--- src/rtl/shift_pkg.sv ---
// Shared definitions for the left/right shift units: mode encodings and the
// shift-amount decode into per-stage digits.
package shift_pkg;

  localparam logic [1:0] SH_SRL = 2'b00;
  localparam logic [1:0] SH_SRA = 2'b01;
  localparam logic [1:0] SH_ROR = 2'b10;

  // n = a + 3b + 9c, returned as {c, b[1:0], a[1:0]}
  function automatic logic [4:0] amt_decode(input logic [3:0] n);
    logic       c;
    logic [3:0] r;
    logic [3:0] b;
    logic [3:0] a;
    c = (n >= 4'd9);
    r = c ? (n - 4'd9) : n;
    b = r / 4'd3;
    a = r % 4'd3;
    return {c, b[1:0], a[1:0]};
  endfunction

endpackage

--- src/rtl/shift_right_stage.sv ---
// One stage of the right-shift pipeline: shifts the incoming operand by
// 0, STEP or 2*STEP according to its amount digit, then registers it.
module shift_right_stage
  import shift_pkg::*;
#(
  parameter int WIDTH = 16,
  parameter int STEP  = 1
) (
  input  logic             clk,
  input  logic             rst_n,
  input  logic             flush,
  input  logic             next_stall,
  input  logic             prev_vld,
  input  logic [WIDTH-1:0] prev_data,
  input  logic [1:0]       prev_mode,
  input  logic [4:0]       prev_dig,
  output logic             vld,
  output logic [WIDTH-1:0] data,
  output logic [1:0]       mode,
  output logic [4:0]       dig,
  output logic             stall
);

  logic [1:0]       digit;
  logic [3:0]       k;
  logic [WIDTH-1:0] shifted;

  function automatic logic [WIDTH-1:0] shift_r(input logic [WIDTH-1:0] d,
                                               input logic [1:0]       m,
                                               input logic [3:0]       amt);
    logic [2*WIDTH-1:0] dd;
    logic [WIDTH-1:0]   res;
    dd = '0;
    case (m)
      SH_SRA:  res = $unsigned($signed(d) >>> amt);
      SH_ROR: begin
        dd  = {d, d} >> amt;
        res = dd[WIDTH-1:0];
      end
      default: res = d >> amt;
    endcase
    return res;
  endfunction

  always_comb begin
    digit = 2'd0;
    if (STEP == 1)
      digit = prev_dig[1:0];
    else if (STEP == 3)
      digit = prev_dig[3:2];
    else
      digit = {1'b0, prev_dig[4]};
    k       = 4'(digit) * 4'(STEP);
    shifted = shift_r(prev_data, prev_mode, k);
  end

  assign stall = vld & next_stall;

  // stage register: a stalled stage keeps its contents
  always_ff @(posedge clk or negedge rst_n) begin
    if (!rst_n) begin
      vld  <= 1'b0;
      data <= '0;
      mode <= 2'b00;
      dig  <= 5'd0;
    end else begin
      if (flush)
        vld <= 1'b0;
      else if (!stall)
        vld <= prev_vld;
      if (!stall && prev_vld && !flush) begin
        data <= shifted;
        mode <= prev_mode;
        dig  <= prev_dig;
      end
    end
  end

endmodule

--- src/rtl/shift_right_pipe.sv ---
// Three-stage pipelined right shifter (SRL/SRA/ROR by 0..15) with
// valid/ready handshake on both sides; results return in order.
module shift_right_pipe
  import shift_pkg::*;
#(
  parameter int WIDTH = 16,
  parameter int AMT_W = 4
) (
  input  logic             clk,
  input  logic             rst_n,
  input  logic             flush,
  input  logic             in_valid,
  output logic             in_ready,
  input  logic [WIDTH-1:0] in_data,
  input  logic [AMT_W-1:0] in_amt,
  input  logic [1:0]       in_mode,
  output logic             out_valid,
  input  logic             out_ready,
  output logic [WIDTH-1:0] out_data,
  output logic             out_zero
);

  logic             vld_p0, vld_p1, vld_p2, vld_p3;
  logic [WIDTH-1:0] data_p1, data_p2, data_p3;
  logic [1:0]       mode_p1, mode_p2;
  logic [4:0]       dig_p0, dig_p1, dig_p2;
  logic             stall_p1, stall_p2, stall_p3;

  assign dig_p0   = amt_decode(in_amt);
  assign vld_p0   = in_valid & ~flush;
  assign in_ready = ~stall_p1 & ~flush;

  // stage 1: shift by a (0/1/2)
  shift_right_stage #(.WIDTH(WIDTH), .STEP(1)) u_stage1 (
    .clk        (clk),
    .rst_n      (rst_n),
    .flush      (flush),
    .next_stall (stall_p2),
    .prev_vld   (vld_p0),
    .prev_data  (in_data),
    .prev_mode  (in_mode),
    .prev_dig   (dig_p0),
    .vld        (vld_p1),
    .data       (data_p1),
    .mode       (mode_p1),
    .dig        (dig_p1),
    .stall      (stall_p1)
  );

  // stage 2: shift by 3b (0/3/6)
  shift_right_stage #(.WIDTH(WIDTH), .STEP(3)) u_stage2 (
    .clk        (clk),
    .rst_n      (rst_n),
    .flush      (flush),
    .next_stall (stall_p3),
    .prev_vld   (vld_p1),
    .prev_data  (data_p1),
    .prev_mode  (mode_p1),
    .prev_dig   (dig_p1),
    .vld        (vld_p2),
    .data       (data_p2),
    .mode       (mode_p2),
    .dig        (dig_p2),
    .stall      (stall_p2)
  );

  // stage 3: shift by 9c (0/9), drives the output port directly
  shift_right_stage #(.WIDTH(WIDTH), .STEP(9)) u_stage3 (
    .clk        (clk),
    .rst_n      (rst_n),
    .flush      (flush),
    .next_stall (~out_ready),
    .prev_vld   (vld_p2),
    .prev_data  (data_p2),
    .prev_mode  (mode_p2),
    .prev_dig   (dig_p2),
    .vld        (vld_p3),
    .data       (data_p3),
    .mode       (),
    .dig        (),
    .stall      (stall_p3)
  );

  assign out_valid = vld_p3;
  assign out_data  = data_p3;
  assign out_zero  = ~|data_p3;

endmodule
--- config.mk ---
export PLATFORM = sky130hd
export DESIGN_NAME = shift_right_pipe
export DESIGN_NICKNAME = d
export VERILOG_FILES = /design/src/rtl/shift_pkg.sv /design/src/rtl/shift_right_stage.sv /design/src/rtl/shift_right_pipe.sv
export SDC_FILE = /design/constraint.sdc
export NUM_CORES = 1
export LEC_CHECK = 0
export ABC_AREA = 1
export ABC_CLOCK_PERIOD_IN_PS = 1700
export CAP_MARGIN = 20
export CORE_MARGIN = 5
export CORE_UTILIZATION = 50
export DETAILED_ROUTE_END_ITERATION = 8
export DONT_BUFFER_PORTS = 1
export GPL_ROUTABILITY_DRIVEN = 0
export PLACE_DENSITY = 0.72
export SYNTH_ARGS = -nofsm -noshare
export SYNTH_HDL_FRONTEND = slang
export SYNTH_HIERARCHICAL = 1
export SYNTH_SLANG_ARGS = --single-unit
--- constraint.sdc ---
create_clock -name clk -period 1.7 [get_ports clk]
set_input_delay 0.34 -clock clk [delete_from_list [all_inputs] [get_ports clk]]
set_output_delay 0.34 -clock clk [all_outputs]
set_load 0.01 [all_outputs]
==> results.sh <==
export IMPL_setup_worst_path_end_class="flop"
export IMPL_dp_hpwl_um=8450
export IMPL_std_cell_rows=34
export IMPL_largest_net_degree_at_the_start_of_global_routing=60
export IMPL_rr_startpoint="u_stage1/dig[2]"
export IMPL_core_um2=8760
export IMPL_final_cell_mix="208 x nand2_1, 63 x nor2_1, 56 x dfrtp_1"
export IMPL_cts_buffers=9
export IMPL_critPathKind="in -> reg"
export IMPL_die_w_um=105
export IMPL_cts_sinks=59
export IMPL_fillCellCount=694
export IMPL_timing_critical_path_slowest_cell_delay_ns=0.23
export IMPL_clk_latency_ns=0.35
export IMPL_highest_clock_frequency_the_design_can_meet_mhz=433
export IMPL_hp_start="flush"
export IMPL_critPathLaunchType="input port"
export IMPL_mappedNetlistNets=716
export IMPL_flow_area_growth_from_synthesis_pct=28.0
export IMPL_detail_route_wl_per_cell_um=14.4
export IMPL_power_per_cell_area_nw_per_um2=1390
export IMPL_unrepaired_setup_endpoints_after_global_routing="true"
export IMPL_htree_num_levels=3
export IMPL_arrival_ns=2.57
export IMPL_p_leak_nw=2.85
export IMPL_crit_path_start="in_amt[1]"
export IMPL_run_status="complete, but fails checks"
export IMPL_post_place_cells=796
export IMPL_initial_core_util_pct=51.7
export IMPL_crit_path_max_fo=4
export IMPL_cts_root_buffer="clkbuf_8"
export IMPL_vdd_drop_max_uv=816
export IMPL_fin_worst_hold_slack_ns=0.0560
export IMPL_hold_viol_final=0
export IMPL_top_level_port_count=46
export IMPL_failing_checks="setup timing"
export IMPL_timing_final_setup_violations=24
export IMPL_finalMaxSlewViolations=0
export IMPL_final_util_pct=66.1
export IMPL_routed_via_density=5.42
export IMPL_antenna_violating_nets_post_route=0
export IMPL_vias_in_the_first_global_route=4277
export IMPL_design_area_um2=5800
export IMPL_synth_warning_count=6
export IMPL_met3_wirelength_um=630
export IMPL_timing_clock_skew_ns=0.0182
export IMPL_number_of_vias_in_the_routed_layout=4518
export IMPL_design_die_area_um2=11100
export IMPL_io_buffer_count=0
export IMPL_regToRegSetupSlack_ns=-0.07
export IMPL_path_clk_slew_ns=0.07
export IMPL_drcViolationCount=0
export IMPL_chipHeight_um=105
export IMPL_layout_commonest_cell="nand2_1"
export IMPL_placed_cell_area_um2=4940
export IMPL_top_sig_layer="met4"
export IMPL_min_period_over_period_pct=136
export IMPL_cell_family_contributing_the_most_delay_on_the_critical_path="simple AND/OR/NAND/NOR gates"
export IMPL_wire_length_on_met2_um=5980
export IMPL_clk_path_buf_depth=2
export IMPL_dr_pass1_iters=5
export IMPL_share_of_final_layout_standard_cells_stronger_than_drive_strength_1_pct=35.0
export IMPL_cap_viol_max_count=0
export IMPL_period_needed_ns=2.31
export IMPL_finalNonFillerCells=834
export IMPL_track_usage_pct=20.6
export IMPL_worst_case_setup_margin_in_the_final_layout_ns=-0.610
export IMPL_antenna_found_initial=0
export IMPL_overflow=0
export IMPL_worst_path_max_delay_cell="or2_1"
export IMPL_post_synthesis_cells=682
export IMPL_crit_required_ns=1.96
export IMPL_totalWireLength_um=12000
export IMPL_routedLengthMet1_um=5080
export IMPL_grt_pass1_wl_um=19200
export IMPL_holdCritPathClass="in -> reg"
export IMPL_syn_cell_area_um2=4530
export IMPL_antenna_cells_inserted=0
export IMPL_measured_slew_at_the_worst_slew_check_pin_ns=0.343
export IMPL_detailedRoute_firstIterationViolations=250
export IMPL_tritoncts="built"
export IMPL_finalNetCount=755
export IMPL_post_synth_cell_area_avg_um2=6.64
export IMPL_buf_inv_on_cp=6
export IMPL_slew_limit_headroom_pct=77.0
export IMPL_cp_cell_sequence="inv_12 > ha_4 > inv_2 > nand3_4 > nand2_2 > nand2_2 > nand2_4 > ha_4 > inv_2 > ha_4 > or2_1 > nand2_2 > ha_4 > inv_4 > nand3_4 > buf_4 > nand2_1 > nand2_2 > buf_6 > nor2_1 > nor2_1 > nor2_1 > a21oi_1"
==> sequential cells by signal, summed over array words and instances, names as in the netlist <==
signal	cells
u_stage1/data	16
u_stage2/data	16
u_stage3/data	16
u_stage1/dig	3
u_stage1/mode	2
u_stage2/mode	2
u_stage1/vld	1
u_stage2/dig	1
u_stage2/vld	1
u_stage3/vld	1
==> layer usage <==
layer,global-route usage [%],up-vias
li1,-,2246
met1,26.5,2074
met2,34.0,165
met3,4.81,33
met4,6.76,0
met5,0,-
==> cell type report <==
| cell class | count | area [um2] | area share (%) |
|---|---|---|---|
| multi-input combinational | 530 | 3090 | 53.2 |
| inverter | 62 | 288 | 4.96 |
| timing repair buffer | 58 | 583 | 10.1 |
| timing repair inverter | 1 | 16.3 | 0.281 |
| clock inverter | 6 | 71.3 | 1.23 |
| clock buffer | 10 | 138 | 2.37 |
| sequential | 59 | 1480 | 25.5 |
| tap | 108 | 135 | 2.33 |
==> metrics by stage <==
step / setup TNS (ns) / total power [mW] / setup slack, ns
final: -8.87 / 8.05 / -0.610
after global routing: -12.01 / 8.64 / -0.707
after CTS: -9.01 / 7.11 / -0.584
after detailed placement: -15.57 / 5.64 / -0.975
after global placement: -14.47 / 5.56 / -0.924
after floorplan: -14.54 / 4.98 / -0.895
==> timing repair <==
| item | 4_1_cts | 5_1_grt |
|---|---|---|
| endpoints found under the setup margin | 28 | 36 |
| setup buffers | 3 | 15 |
| cloned | 0 | 2 |
| pin swaps | 8 | 53 |
| hold endpoints to repair | 59 | 59 |
| gates resized for setup | 19 | 100 |
==> worst reg2reg max path, cell delays in order (launching register included) <==
cell and delay [ns]:
dfrtp_1 0.42, inv_4 0.06, ha_4 0.32, buf_12 0.14, inv_12 0.05, o211ai_1 0.14
nand3_1 0.16, nand2_2 0.12, nand2_1 0.05, nand2_1 0.07, nand2_1 0.06, a21oi_2 0.11
==> final timing paths <==
kind / to / cells after the start
worst max-delay path: u_stage1/data[13] / 23
worst min register to register: u_stage1/dig[4] / 2
worst min-delay path: u_stage2/vld / 1
min in group asynchronous: u_stage3/data[13] / 2
max in group asynchronous: u_stage3/data[1] / 2
worst max register to register: u_stage2/data[9] / 11
==> report_power, final <==
| group | leakage (nW) | switching (mW) | internal [mW] | total [mW] |
|---|---|---|---|---|
| Sequential | 0.718 | 0.565 | 1.89 | 2.45 |
| Clock | 0.0995 | 0.610 | 0.729 | 1.34 |
| Combinational | 2.03 | 2.52 | 1.74 | 4.26 |
| Total | 2.85 | 3.70 | 4.35 | 8.05 |
(Power assumes the default switching activity.)
